File: config.mk
export PLATFORM = sky130hd
export DESIGN_NAME = series_controller
export DESIGN_NICKNAME = d
export VERILOG_FILES = /design/src/rtl/series_ctrl_pkg.sv /design/src/rtl/series_controller.sv
export SDC_FILE = /design/constraint.sdc
export NUM_CORES = 1
export LEC_CHECK = 0
export BUFFER_PORTS_ARGS = -buffer_cell sky130_fd_sc_hd__clkbuf_2
export CAP_MARGIN = 25
export CORE_AREA = 3 3 40 42
export CTS_CLUSTER_SIZE = 25
export DETAILED_ROUTE_END_ITERATION = 7
export DIE_AREA = 0 0 43 45
export GPL_TIMING_DRIVEN = 0
export PLACE_DENSITY = 0.68
export SLEW_MARGIN = 20
export SYNTH_ARGS = -nofsm -noshare
export SYNTH_HDL_FRONTEND = slang
export SYNTH_SLANG_ARGS = --single-unit
File: constraint.sdc
create_clock -name clk -period 1.93 [get_ports clk]
set_clock_uncertainty 0.2 [all_clocks]
set_input_delay 0.2895 -clock clk [delete_from_list [all_inputs] [get_ports clk]]
set_output_delay 0.2895 -clock clk [all_outputs]
set_load 0.01 [all_outputs]
File: src/rtl/series_ctrl_pkg.sv
// Shared types and constants for the series-evaluation controller:
// FSM state encoding, datapath control word and its per-state decode.
package series_ctrl_pkg;

    typedef enum logic [2:0] {
        S_IDLE,
        S_INIT,
        S_MUL_A,
        S_MUL_B,
        S_ACC,
        S_STEP,
        S_DONE
    } state_t;

    typedef struct packed {
        logic sel_x;
        logic sel_t;
        logic sel_1;
        logic sel_2;
        logic load_x;
        logic load_m;
        logic load_t;
        logic counter_en;
        logic cntr_clr;
    } ctrl_t;

    localparam logic [15:0] ONE_Q88  = 16'h0100;
    localparam logic        MODE_ADD = 1'b0;
    localparam logic        MODE_SUB = 1'b1;

    // Moore part of the control word; mode is handled separately because it
    // depends on lsb_counter.
    function automatic ctrl_t decode_ctrl(input state_t s);
        ctrl_t c;
        c = '0;
        case (s)
            S_INIT: begin
                c.load_x   = 1'b1;
                c.load_t   = 1'b1;
                c.cntr_clr = 1'b1;
            end
            S_MUL_A: begin
                c.sel_2  = 1'b1;
                c.sel_t  = 1'b1;
                c.load_t = 1'b1;
            end
            S_MUL_B: begin
                c.sel_x  = 1'b1;
                c.load_x = 1'b1;
            end
            S_ACC:   c.load_m     = 1'b1;
            S_STEP:  c.counter_en = 1'b1;
            default: c = '0;
        endcase
        return c;
    endfunction

endpackage

File: src/rtl/series_controller.sv
// Sequencer for the Q8.8 series-evaluation datapath: one MUL_A/MUL_B/ACC/STEP
// pass per term, terminating on the last term or on the comparator's gt flag.
module series_controller
    import series_ctrl_pkg::*;
#(
    parameter int N_TERMS = 8,
    parameter int CNT_W   = 4
) (
    input  logic clk,
    input  logic rst,
    input  logic start,
    input  logic gt,
    input  logic lsb_counter,
    output logic ready,
    output logic done,
    output logic early_stop,
    output logic cntr_clr,
    output logic counter_en,
    output logic sel_x,
    output logic sel_t,
    output logic sel_1,
    output logic sel_2,
    output logic load_x,
    output logic load_m,
    output logic load_t,
    output logic mode
);

    localparam logic [CNT_W-1:0] LAST_ITER = CNT_W'(N_TERMS - 1);

    state_t           r_state;
    state_t           w_next;
    logic [CNT_W-1:0] r_iter;
    logic             r_early_stop;
    ctrl_t            w_ctrl;

    always_ff @(posedge clk or posedge rst) begin
        if (rst) begin
            r_state <= S_IDLE;
        end else begin
            r_state <= w_next;
        end
    end

    always_comb begin
        // NOTE: default first so every path assigns w_next and no latch is inferred.
        w_next = r_state;
        case (r_state)
            S_IDLE:  if (start) w_next = S_INIT;
            S_INIT:  w_next = S_MUL_A;
            S_MUL_A: w_next = S_MUL_B;
            S_MUL_B: w_next = S_ACC;
            S_ACC:   w_next = S_STEP;
            S_STEP: begin
                if (gt || (r_iter == LAST_ITER)) begin
                    w_next = S_DONE;
                end else begin
                    w_next = S_MUL_A;
                end
            end
            S_DONE:  w_next = S_IDLE;
            default: w_next = S_IDLE;
        endcase
    end

    // Iteration count saturates so it can never step past the last term.
    always_ff @(posedge clk or posedge rst) begin
        if (rst) begin
            r_iter       <= '0;
            r_early_stop <= 1'b0;
        end else begin
            if (r_state == S_INIT) begin
                r_iter <= '0;
            end else if ((r_state == S_STEP) && (r_iter != LAST_ITER)) begin
                r_iter <= r_iter + CNT_W'(1);
            end

            if ((r_state == S_IDLE) && start) begin
                r_early_stop <= 1'b0;
            end else if ((r_state == S_STEP) && gt) begin
                r_early_stop <= 1'b1;
            end
        end
    end

    assign w_ctrl     = decode_ctrl(r_state);
    assign sel_x      = w_ctrl.sel_x;
    assign sel_t      = w_ctrl.sel_t;
    assign sel_1      = w_ctrl.sel_1;
    assign sel_2      = w_ctrl.sel_2;
    assign load_x     = w_ctrl.load_x;
    assign load_m     = w_ctrl.load_m;
    assign load_t     = w_ctrl.load_t;
    assign counter_en = w_ctrl.counter_en;
    assign cntr_clr   = w_ctrl.cntr_clr;

    // Odd terms of the series subtract.
    assign mode       = ((r_state == S_ACC) && lsb_counter) ? MODE_SUB : MODE_ADD;
    assign ready      = (r_state == S_IDLE);
    assign done       = (r_state == S_DONE);
    assign early_stop = r_early_stop;

endmodule

==> results.md <==
* Mux cell area share after synthesis at 0%
* Wirelength per Cell at 11.3 um
* Total of max-cap violations at 0
* Share of cells above drive strength 1 at 33.7%
* Die H at 45 um
* Total clock sinks at 8
* Clock Path Buffers at 2
* Met3 Usage GRT at 5.98%
* Core Area at 1280 sq um
* Die Width at 43 um
* Avg Inst Size Synth at 8.04 sq um
* CTS buffer count at 3
* Top Ports at 18
* Initial antenna violation count at 0
* Xor and xnor area share after synthesis at 0%
* Complex-gate fraction of the synthesized area at 11.2%
* Clk slew on worst S/H paths at 60 ps
* First drt pass iteration count at 4
* Area after DPL at 613 sq um
* Grt total ovfl at 0
* Fin Hold WS at 133 ps
* Max FO, Critical Path at 10
* GRT Util Overall at 12.4%
* Lkg Pwr at 0.000345 uW
* CTS tree: built
* Met2 GRT Util at 16.2%
* DPL Wire Length at 828 um
* Vias in the first global route at 408
* Rows at 13
* P&R area growth vs syn at 27.0%
* Final Power at 993 uW
* Fin area at 653 sq um
* Synth Area in Adders at 2.43%
* Status: complete, no violations
* Netlist Area Pre-Place at 514 sq um
* Yosys reg bits at 8
* Startpoint class of the critical path: register
* Worst EP arrival at 1310 ps
* Final setup fails at 0
* Final wirelength at 1100 um
* # diodes at 0
* Syn_nets at 70
* Vias at 487
* Seq/Total Area, Yosys at 38.9%
* Nets at 91
* Initial drt markers at 12
* Gr busiest metal: met1
* Synthesized instance count at 64
* Power Density at 1520 nW/um^2
* Vias/cell at 4.97
* Met1 Use GR at 17.8%
* Initial Utilization at 40.0%
* Min-Delay Path Class: input pin to register
* Buffers on Ports at 16
* H-tree depth at 1
* Hold Fails Final Rpt at 0
* DRC viols at 0
* First-pass GRT wire length at 1790 um
* Worst VDD drop at 0.799 mV
* Worst Setup End Kind: output pin
* YS warnings at 0
* Worst EP required at 1440 ps
* Worst-Skew Late Latency at 250 ps
* Fin worst setup slack at 128 ps
* Routability cong. at 0.808
* Unrepaired setup endpoints after global routing: false
* TNS Setup at 0 ps
* Place WS at 279 ps
* Count of pins over their slew limit at 0
* Unique cell type count in the Yosys netlist at 26
* Setup Crit Path Kind: register to output pin
* Simple-gate share of the synthesized area at 34.1%
* Post-layout min period at 1800 ps
* Largest family of logic cells by synthesized area: simple AND/OR/NAND/NOR gates
* Routed Antenna Nets at 0
* Final Cycle Share at 93.4%
* Setup Fix Bufs, Post-CTS at 0
* FMAX at 0.555 GHz
* Clk root buf: clkbuf_4
* Die area at 1940 sq um
* Largest net degree at the start of global routing at 11
[placed cells by master (no fill, tap or decap), types with 2 or more instances in the layout]
cell / instances
nand2b_4: 2
nand3_1: 7
a21oi_1: 3
buf_4: 2
clkbuf_4: 3
inv_1: 4
clkbuf_2: 17
nor2_1: 8
nand2_1: 7
buf_6: 2
nor3_1: 3
nand2b_1: 2
dfrtp_1: 8
[worst max-delay path, stage by stage, from the launching register on]
cell      delay, ps
dfrtp_1         370
buf_6           140
nand2b_1        150
nor2_1          130
and2_1          140
clkbuf_2        130
[layer usage]
| metal | up-vias | share of wire, % |
|---|---|---|
| met5 | - | 0 |
| met4 | 0 | 0.54 |
| met3 | 2 | 7.7 |
| met2 | 18 | 43 |
| met1 | 215 | 48 |
| li1 | 252 | - |
[synth_stat cells, drive strengths merged]
cell	number	share of area, %
buf	5	8.3
o2bb2ai	1	1.7
nor2	8	5.8
nor3b	1	1.5
nand3	7	6.8
and3b	1	1.7
clkbuf	2	1.5
ha	1	2.4
nor2b	1	1.2
o21ai	1	0.97
o211ai	1	1.5
dfrtp	8	39
o311ai	1	1.7
and2	1	1.2
or4	1	1.5
a31oi	1	1.2
nand2	7	5.1
o22ai	1	1.2
a21oi	3	2.9
inv	4	2.9
nand2b	4	6.3
nor3	3	2.9
conb	1	0.73
[report_power, final]
group / total (uW) / leakage [uW] / switching (uW) / internal, uW
registers: 285 / 0.000104 / 56.1 / 229
logic: 583 / 0.000227 / 321 / 262
clock network: 126 / 0.0000138 / 54.6 / 71.0
[cells by family (layout without fill, tap and decap cells)]
group,count (synthesis),after routing
buffers and inverters,11,30
DFF,8,8
other,1,1
and+or+nand+nor,34,34
AOI/OAI and AO/OA,9,9
adders and majority gates,1,1
[final timing paths]
kind / startpoint / end / slack [ps] / cells after the start
worst max-delay path: r_state[1] / mode / 130 / 5
worst min-delay path: start / early_stop / 130 / 3
worst max register to register: r_state[1] / r_iter[3] / 300 / 5
worst min register to register: early_stop / early_stop / 330 / 1
max in group asynchronous: rst / early_stop / 980 / 3
min in group asynchronous: rst / r_iter[3] / 310 / 3
[flip-flops by register name (all words and copies together) (netlist names)]
| name | flops |
|---|---|
| early_stop | 1 |
| r_iter | 4 |
| r_state | 3 |
[layout make-up]
type,instances,area [sq um]
flip-flops and latches,8,200
fillers,130,632
plain buffers,6,47.5
inverters,4,15.0
well taps,15,18.8
repair buffers,17,90.1
multi-input cells,45,259
clock buffers,3,22.5
[through the flow]
step                      instances  utilization [%]
after global routing             98             50.8
after CTS                        99             50.3
after floorplan                  64                -
after detailed placement         95             47.7
final                            98             50.8
after global placement           95             47.7
[timing repair]
| action | in CTS | in global routing |
|---|---|---|
| endpoints found under the hold margin | 8 | 0 |
| gates resized for setup | 1 | 2 |
| hold buffers | 1 | 0 |
| endpoints found under the setup margin | 2 | 6 |
Power figures use the tool's default switching activity.
